[src/rtl/point_tracker.sv]
// point_tracker: classifies each rendered pixel as marker or background by colour
// threshold, accumulates marker coordinate sums over a frame, and divides them by
// the marker count with a restoring divider (one quotient bit per cycle) to get
// one centroid point per frame.
// Handshake: o_pointVAL is a one-cycle pulse; o_pointH/o_pointV change only in
// that cycle and hold until the next pulse. There is no back-pressure.
// Optional macro POINT_SMOOTH_EN: average each new point with the previous raw point.
module point_tracker #(
    parameter int unsigned FRAME_W    = 640,
    parameter int unsigned FRAME_H    = 480,
    parameter int unsigned R_MIN      = 200,
    parameter int unsigned GB_MAX     = 80,
    parameter int unsigned MIN_PIXELS = 16,
    parameter int unsigned SUM_W      = 28,
    parameter int unsigned CNT_W      = 19
) (
    input  logic        i_clk,
    input  logic        i_rst_n,
    input  logic [23:0] i_color,
    input  logic [9:0]  i_h,
    input  logic [9:0]  i_v,
    input  logic        i_rendering,
    output logic [9:0]  o_pointH,
    output logic [9:0]  o_pointV,
    output logic        o_pointVAL,
    output logic        o_busy,
    output logic        o_drop
);

    typedef enum logic [1:0] {
        S_IDLE  = 2'd0,
        S_DIV_H = 2'd1,
        S_DIV_V = 2'd2,
        S_OUT   = 2'd3
    } state_t;

    localparam int unsigned      STEP_W    = $clog2(SUM_W);
    localparam logic [STEP_W-1:0] LAST_STEP = STEP_W'(SUM_W - 1);

    // Quotients above 1023 cannot be represented on the point interface.
    function automatic logic [9:0] sat10(input logic [SUM_W-1:0] q);
        return (|q[SUM_W-1:10]) ? 10'h3FF : q[9:0];
    endfunction

    // State is kept in plain named flops so checkers can bind to state_q directly.
    state_t              state_q, state_d;
    logic [SUM_W-1:0]    sum_h_q, sum_h_d;
    logic [SUM_W-1:0]    sum_v_q, sum_v_d;
    logic [CNT_W-1:0]    cnt_q, cnt_d;
    logic [SUM_W-1:0]    rem_q, rem_d;
    logic [SUM_W-1:0]    quo_q, quo_d;
    logic [SUM_W-1:0]    div_q, div_d;
    logic [SUM_W-1:0]    snap_v_q, snap_v_d;
    logic [STEP_W-1:0]   step_q, step_d;
    logic [9:0]          quot_h_q, quot_h_d;
    logic [9:0]          point_h_q, point_h_d;
    logic [9:0]          point_v_q, point_v_d;
    logic                drop_q, drop_d;
`ifdef POINT_SMOOTH_EN
    logic [9:0]          prev_h_q, prev_h_d;
    logic [9:0]          prev_v_q, prev_v_d;
    logic                have_prev_q, have_prev_d;
    logic [10:0]         avg_h, avg_v;
`endif

    logic                pix_match;
    logic                frame_end;
    logic [SUM_W:0]      add_h, add_v;
    logic [SUM_W-1:0]    acc_h, acc_v;
    logic [CNT_W-1:0]    acc_cnt;
    logic [SUM_W:0]      rem_shift;
    logic [SUM_W-1:0]    quo_shift;
    logic [SUM_W-1:0]    rem_next, quo_next;
    logic [9:0]          raw_h, raw_v;

    // Pixel classification and saturating accumulation; accumulators clear at every frame end.
    always_comb begin
        pix_match = i_rendering &&
                    (i_color[23:16] >= 8'(R_MIN)) &&
                    (i_color[15:8]  <= 8'(GB_MAX)) &&
                    (i_color[7:0]   <= 8'(GB_MAX));
        frame_end = i_rendering &&
                    (i_h == 10'(FRAME_W - 1)) &&
                    (i_v == 10'(FRAME_H - 1));
        add_h   = {1'b0, sum_h_q} + (SUM_W+1)'(i_h);
        add_v   = {1'b0, sum_v_q} + (SUM_W+1)'(i_v);
        acc_h   = sum_h_q;
        acc_v   = sum_v_q;
        acc_cnt = cnt_q;
        if (pix_match) begin
            acc_h   = add_h[SUM_W] ? '1 : add_h[SUM_W-1:0];
            acc_v   = add_v[SUM_W] ? '1 : add_v[SUM_W-1:0];
            acc_cnt = (&cnt_q) ? cnt_q : cnt_q + CNT_W'(1);
        end
        sum_h_d = frame_end ? '0 : acc_h;
        sum_v_d = frame_end ? '0 : acc_v;
        cnt_d   = frame_end ? '0 : acc_cnt;
    end

    // One restoring-division step: shift in the next dividend bit, subtract if it fits.
    always_comb begin
        rem_shift = {rem_q, quo_q[SUM_W-1]};
        quo_shift = {quo_q[SUM_W-2:0], 1'b0};
        if (rem_shift >= {1'b0, div_q}) begin
            rem_next = SUM_W'(rem_shift - {1'b0, div_q});
            quo_next = quo_shift | SUM_W'(1);
        end else begin
            rem_next = rem_shift[SUM_W-1:0];
            quo_next = quo_shift;
        end
    end

    // FSM next state, divider sequencing, snapshot and output point update.
    always_comb begin
        state_d   = state_q;
        rem_d     = rem_q;
        quo_d     = quo_q;
        div_d     = div_q;
        snap_v_d  = snap_v_q;
        step_d    = step_q;
        quot_h_d  = quot_h_q;
        point_h_d = point_h_q;
        point_v_d = point_v_q;
        drop_d    = 1'b0;
        raw_h     = quot_h_q;
        raw_v     = sat10(quo_next);
`ifdef POINT_SMOOTH_EN
        prev_h_d    = prev_h_q;
        prev_v_d    = prev_v_q;
        have_prev_d = have_prev_q;
        avg_h       = {1'b0, prev_h_q} + {1'b0, raw_h};
        avg_v       = {1'b0, prev_v_q} + {1'b0, raw_v};
`endif
        case (state_q)
            S_IDLE: begin
                if (frame_end) begin
                    quo_d    = acc_h;
                    snap_v_d = acc_v;
                    div_d    = SUM_W'(acc_cnt);
                    rem_d    = '0;
                    step_d   = '0;
                    if (acc_cnt < CNT_W'(MIN_PIXELS)) begin
                        drop_d = 1'b1;
                    end else begin
                        state_d = S_DIV_H;
                    end
                end
            end
            S_DIV_H: begin
                rem_d  = rem_next;
                quo_d  = quo_next;
                step_d = step_q + STEP_W'(1);
                if (step_q == LAST_STEP) begin
                    quot_h_d = sat10(quo_next);
                    quo_d    = snap_v_q;
                    rem_d    = '0;
                    step_d   = '0;
                    state_d  = S_DIV_V;
                end
            end
            S_DIV_V: begin
                rem_d  = rem_next;
                quo_d  = quo_next;
                step_d = step_q + STEP_W'(1);
                if (step_q == LAST_STEP) begin
                    state_d = S_OUT;
`ifdef POINT_SMOOTH_EN
                    if (have_prev_q) begin
                        point_h_d = 10'(avg_h >> 1);
                        point_v_d = 10'(avg_v >> 1);
                    end else begin
                        point_h_d = raw_h;
                        point_v_d = raw_v;
                    end
                    prev_h_d    = raw_h;
                    prev_v_d    = raw_v;
                    have_prev_d = 1'b1;
`else
                    point_h_d = raw_h;
                    point_v_d = raw_v;
`endif
                end
            end
            S_OUT: begin
                state_d = S_IDLE;
            end
            default: begin
                state_d = S_IDLE;
            end
        endcase
        // A frame ending while the divider is occupied is discarded; the division carries on.
        if (frame_end && (state_q != S_IDLE)) begin
            drop_d = 1'b1;
        end
    end

    // State register with synchronous active-low reset.
    always_ff @(posedge i_clk) begin
        if (!i_rst_n) begin
            state_q   <= S_IDLE;
            sum_h_q   <= '0;
            sum_v_q   <= '0;
            cnt_q     <= '0;
            rem_q     <= '0;
            quo_q     <= '0;
            div_q     <= '0;
            snap_v_q  <= '0;
            step_q    <= '0;
            quot_h_q  <= '0;
            point_h_q <= 10'h3FF;
            point_v_q <= 10'h3FF;
            drop_q    <= 1'b0;
`ifdef POINT_SMOOTH_EN
            prev_h_q    <= '0;
            prev_v_q    <= '0;
            have_prev_q <= 1'b0;
`endif
        end else begin
            state_q   <= state_d;
            sum_h_q   <= sum_h_d;
            sum_v_q   <= sum_v_d;
            cnt_q     <= cnt_d;
            rem_q     <= rem_d;
            quo_q     <= quo_d;
            div_q     <= div_d;
            snap_v_q  <= snap_v_d;
            step_q    <= step_d;
            quot_h_q  <= quot_h_d;
            point_h_q <= point_h_d;
            point_v_q <= point_v_d;
            drop_q    <= drop_d;
`ifdef POINT_SMOOTH_EN
            prev_h_q    <= prev_h_d;
            prev_v_q    <= prev_v_d;
            have_prev_q <= have_prev_d;
`endif
        end
    end

    assign o_pointH   = point_h_q;
    assign o_pointV   = point_v_q;
    assign o_pointVAL = (state_q == S_OUT);
    assign o_busy     = (state_q == S_DIV_H) || (state_q == S_DIV_V);
    assign o_drop     = drop_q;

endmodule

[config.mk]
export PLATFORM = sky130hd
export DESIGN_NAME = point_tracker
export DESIGN_NICKNAME = d
export VERILOG_FILES = /design/src/rtl/point_tracker.sv
export SDC_FILE = /design/constraint.sdc
export NUM_CORES = 1
export LEC_CHECK = 0
export CAP_MARGIN = 15
export CORE_MARGIN = 2
export CORE_UTILIZATION = 45
export CTS_CLUSTER_SIZE = 28
export DETAILED_ROUTE_END_ITERATION = 10
export SYNTH_ARGS = -nofsm -noshare
export SYNTH_HDL_FRONTEND = slang
export SYNTH_SLANG_ARGS = --single-unit
[constraint.sdc]
create_clock -name i_clk -period 6.2 [get_ports i_clk]
set_input_delay 0.93 -clock i_clk [delete_from_list [all_inputs] [get_ports i_clk]]
set_output_delay 0.93 -clock i_clk [all_outputs]
set_load 0.1 [all_outputs]
* Word level (Yosys, flattened, before mapping)
Index checks and enable logic that the tools add are counted.
** Word-level totals
- Flip-flop bits (word level) :: 216
- Input bits :: 47
- Output and inout bits :: 23
** Operators by class
- $add $sub $neg :: 5
- Order comparisons :: 5
- Eq/ne operators :: 10
- Mux-type cells :: 27
- Bitwise gates (word level) :: 1
- Reduce and logical (&&, ||, !) cells :: 18
** Operator list (count)
- 28-bit two-way mux :: 9
- 28-bit one-hot mux with 3 select lines :: 2
- 28-bit by 10-bit adder with 29-bit output :: 2
- 19-bit two-way mux :: 2
- 29-bit by 19-bit greater-or-equal comparator with 1-bit output :: 1
- 28-bit by 19-bit subtractor with 28-bit output :: 1
- 19-bit by 1-bit adder with 19-bit output, second input constant :: 1
- 19-bit by 5-bit less-than comparator with 1-bit output, second input constant :: 1
- 19-bit AND reduction :: 1
- 18-bit OR reduction :: 1
- 8-bit by 7-bit <= comparator with 1-bit output, second input constant :: 2
- 5-bit one-hot mux with 3 select lines :: 1
- 10-bit equality test, second input constant :: 1
- 10-bit by 9-bit equality test with 1-bit output, second input constant :: 1
- 10-bit two-way mux :: 1
- 5-bit two-way mux :: 2
- 8-bit greater-or-equal comparator, second input constant :: 1
- 2-bit two-way mux :: 4
- 2-bit != test, second input constant :: 4
- 2-bit one-hot mux with 4 select lines :: 1
- 2-bit AND reduction :: 4
- 1-bit logical AND :: 6
- 5-bit by 1-bit adder with 5-bit output, second input constant :: 1
- 5-bit equality test, second input constant :: 1
- other kinds (10) :: 15

* Depth between registers and ports, before layout
- Depth after elaboration :: 10
- Mapped depth :: 13
- Mapped depth without buffers :: 13

* Worst setup path before layout
Ideal clock, no wire load.
- Kind :: input port to flip-flop
- Start :: input port i_h[4]
- End :: register quo_q[17]
- Library setup time :: 0.133 ns
- Data arrival time :: 3.112 ns
- Data required time :: 6.067 ns
- Path slack :: 2.956 ns
- Stages on the path :: 10
- Path through :: ha_1 > and2_1 > a31o_2 > or3_1 > a2111oi_4 > nor4_1 > xnor2_1 > a21oi_1 > a221oi_1 > a21oi_1
** Between the ends
- Longest elaborated chain between the ends :: 5
- Elaborated cells between the ends (all ways) :: 10
- Those cells by class :: add/sub: 1; eq/ne: 2; mux: 4; reduce/logical: 3
** Ends and longest elaborated chain
- start, declared :: RTL line 20 : input logic [9:0] i_h,
- 28-bit by 10-bit adder with 29-bit output or 10-bit equality test (tied branches) :: RTL line 85, 83
- 28-bit two-way mux or 1-bit logical AND (tied branches) :: RTL line 91, 82
- 28-bit two-way mux or 1-bit logical AND (tied branches) :: RTL line 90, 83
- 28-bit two-way mux or 2-bit != test (tied branches)
- 28-bit one-hot mux with 3 select lines or 2-bit AND reduction (tied branches)
- end signal, assigned :: RTL line 224 : quo_q <= quo_d;
- end, declared :: RTL line 51 : logic [SUM_W-1:0] quo_q, quo_d;
Parallel ways exist; a longest one is shown, timed or not. The select of a mux whose other input is x is not followed.
A chain may end at the register's enable or synchronous reset.

* Final worst setup path
- Start :: input port i_color[9]
- End :: register quo_q[13]
** Between the ends
- Longest elaborated chain between the ends :: 6
** Ends and longest elaborated chain
- start, declared :: RTL line 19 : input logic [23:0] i_color,
- 8-bit by 7-bit <= comparator with 1-bit output :: RTL line 80 : (i_color[15:8] <= 8'(GB_MAX)) &&
- 1-bit logical AND :: RTL line 79 : (i_color[23:16] >= 8'(R_MIN)) &&
- 1-bit logical AND :: RTL line 80
- 28-bit two-way mux :: RTL line 90 : if (pix_match) begin
- 28-bit two-way mux :: RTL line 136 : if (frame_end) begin
- 28-bit one-hot mux with 3 select lines :: RTL line 134 : case (state_q)
Every way passes these cells. The select of a mux whose other input is x is not followed.

==> results.toml <==
[timing]
worst-slew-pin-transition_ns = 1.149
worst_clock_skew_ns = 0.01262
finalWorstSetupSlack_ns = 2.265
final.min_clock_period_ns = 3.935
fin_worst_hold_slack_ns = 0.4620
setup_total_negative_slack_ns = 0
max_freq_mhz = 254.1
rsz0062_at_grt = "no"
relative_slew_slack = 0.2338
slew_viol_final = 0
report.final.setup_viol = 0
finalHoldViolations = 0
portion_of_the_clock_cycle_consumed_by_the_worst_path_in_the_final_layout = 0.6347

[grt]
grt_pass1_wl_um = 47410
grt_start_max_net_pins = 63
grt.overflow.total = 0
number_of_antenna_violations_at_the_first_check_in_global_routing = 0
first_global_vias = 9659
grt.total_usage = 0.2162

[layout]
final_nets = 1515
fin_area_um2 = 13090
final_util = 0.5230
inserted_diodes = 0
drive_above_1_share = 0.05641
areaGrowthSynthToFinish_pct = 15.05

[power]
switching_share_of_total_power = 0.2089
p_leak_nw = 5.166
power.switching_uw = 623.8
power_report.internal_total_mw = 2.363
power_frac_comb = 0.033
clockPowerShare = 0.502
power_per_unit_of_standard_cell_area_nw_per_um2 = 228.1
max-vdd-ir-drop_mv = 0.2308
p_seq_frac = 0.465

[critical_path]
worst_ep_required_time_ns = 6.65
cp_data_arrival_time_ns = 4.39
critical_path_class = "primary input to flop"
worstSetupStartpointType = "primary input"
critPathCaptureType = "flop"
cp_max_fo = 39

[clock_network]
number_of_instances_resized_during_post_cts_repair = 0
cts-htree-levels = 1
clkLatencyLatePin_ns = 0.52
ctsLongestPathBuffers = 3
cts_inserted_buffers = 24
ctsHoldBuffers = 0
cts_sinks = 216
cts_root_buffer = "sky130_fd_sc_hd__clkbuf_16"
post-cts-setup-buffers = 0
tritoncts_clock_tree = "yes"
cts.reportedPaths.clkPinSlew_ns = 0.06

[floorplan]
coreArea_um2 = 25040
floorplan.rows = 58
initial_core_utilization = 0.4546
die_x_um = 163.0
number_of_top_level_pins = 70
floorplan.die.height_um = 163.0
die-area_um2 = 26580

[placement]
detailedPlace.worstSlack_ns = 1.681
postPlaceCellArea_um2 = 12250
post-dp-hpwl_um = 20550
port_buffers = 66
globalplace.congestion = 0.8576

[status]
status = "complete, no violations"

[synthesis]
synth.ff_latch_count = 216
postSynth.topFlopCell = "sky130_fd_sc_hd__dfxtp_1"
avgSynthCellArea_um2 = 8.194
synth_fp_nets = 1485
post_synth_inst_count = 1389
ys_warn_count = 0
synth.distinct_cells = 80
asyncSetResetFlopFracSynth = 0
synth_edf_count = 0
synthesis.area_um2 = 11380
ys_seq_area_frac = 0.3799

[route]
post_drt_via_cell_ratio = 5.636
num_vias = 9954
routed_wire_length_per_instance_um = 16.25
antenna_violating_nets_post_route = 0
wirelength_um = 28700
total_drc_errors_in_the_routed_layout = 0
first_pass_iters = 5
dr.first_iter.drc_count = 467

[hold_path]
hold_path_class = "flop to flop"

[run]
max_cap_violations = 0
[cell usage after synthesis (19+ instances only)]
cell type	count	area share
sky130_fd_sc_hd__ha_1	46	0.051
sky130_fd_sc_hd__nor3_1	19	0.0084
sky130_fd_sc_hd__xnor2_1	43	0.033
sky130_fd_sc_hd__nor2_1	174	0.057
sky130_fd_sc_hd__a211oi_1	37	0.024
sky130_fd_sc_hd__o21ai_0	69	0.030
sky130_fd_sc_hd__and3_1	21	0.012
sky130_fd_sc_hd__a221oi_1	26	0.020
sky130_fd_sc_hd__nand3_1	47	0.021
sky130_fd_sc_hd__o21ai_1	28	0.012
sky130_fd_sc_hd__mux2i_1	33	0.029
sky130_fd_sc_hd__nand2_1	153	0.050
sky130_fd_sc_hd__xor2_1	23	0.018
sky130_fd_sc_hd__inv_1	53	0.017
sky130_fd_sc_hd__a21oi_1	75	0.033
sky130_fd_sc_hd__dfxtp_1	216	0.38
sky130_fd_sc_hd__clkbuf_1	60	0.020
[cell usage in the layout, fill, tap and decap left out, drive strengths merged, types with 19 or more instances in the layout]
master / count
and3: 21
nor3: 19
a21oi: 75
mux2i: 33
nand4: 20
o21ai: 97
nand3: 48
nand2: 153
ha: 46
a221oi: 26
xnor2: 43
inv: 53
clkbuf: 35
clkdlybuf4s50: 65
a211oi: 37
nor2: 176
xor2: 23
dfxtp: 216
[critical path, cell delays in order]
cell,delay (ns)
sky130_fd_sc_hd__clkdlybuf4s50_1,0.39
sky130_fd_sc_hd__nor4_1,0.29
sky130_fd_sc_hd__o22ai_1,0.18
sky130_fd_sc_hd__nor4_4,0.62
sky130_fd_sc_hd__buf_4,0.51
sky130_fd_sc_hd__nand2_1,0.22
sky130_fd_sc_hd__or3_1,0.63
sky130_fd_sc_hd__a21bo_2,0.31
sky130_fd_sc_hd__o21ai_1,0.12
sky130_fd_sc_hd__o21ai_1,0.08
sky130_fd_sc_hd__nor2_1,0.09
[registers in the layout, indices dropped and copies added (netlist names)]
signal	count
step_q	5
quot_h_q	10
o_pointV	10
quo_q	28
state_q	2
sum_h_q	28
snap_v_q	28
rem_q	28
div_q	19
o_drop	1
cnt_q	19
sum_v_q	28
o_pointH	10
[cell type report]
class,instances,area [um^2]
clock buffers,35,723.2
fillers,2426,11940
multi-input cells,1047,6576
inverters,53,198.9
repair buffers,77,738.2
flip-flops and latches,216,4324
well taps,330,412.9
clock inverters,8,120.1
[power by group through the flow]
| stage | combinational, mW | clock (mW) | sequential (mW) |
|---|---|---|---|
| finish | 0.0980 | 1.50 | 1.39 |
| global route | 0.107 | 1.59 | 1.39 |
| CTS | 0.0987 | 1.54 | 1.39 |
| detailed placement | 0.0986 | 0 | 1.42 |
| global placement | 0.0981 | 0 | 1.42 |
| floorplan | 0.0524 | 0 | 1.42 |
[routing by layer]
| metal | vias up | global-route usage | share of wire |
|---|---|---|---|
| li1 | 5095 | - | - |
| met5 | - | 0 | 0 |
| met4 | 0 | 0.06235 | 0.028 |
| met3 | 50 | 0.02336 | 0.028 |
| met2 | 144 | 0.3887 | 0.49 |
| met1 | 4665 | 0.2732 | 0.46 |
[kinds of logic after synthesis]
kind of cell             synth area share
AND/OR/NAND/NOR                    0.2145
multiplexers                      0.03001
flip-flops                         0.3799
XOR/XNOR                          0.05079
buffers and inverters             0.04321
adder cells (fa/ha/maj)           0.05585
AO/OA/AOI/OAI                      0.2257
[metrics by stage]
step	std cells	power, mW
4_1_cts	1766	3.025
5_1_grt	1766	3.089
2_1_floorplan	1389	1.473
6_report	1766	2.987
3_5_place_dp	1723	1.519
3_3_place_gp	1723	1.519
[path summary, 6_finish.rpt]
kind                                    from           end  slack [ns]  cells after the start
worst max-delay path              i_color[9]     quo_q[13]        2.26                     11
worst min-delay path            snap_v_q[12]  snap_v_q[12]        0.46                      2
worst max register to register     div_q[10]      quo_q[0]        2.41                     11
worst min register to register  snap_v_q[12]  snap_v_q[12]        0.46                      2
(Power assumes the default switching activity.)
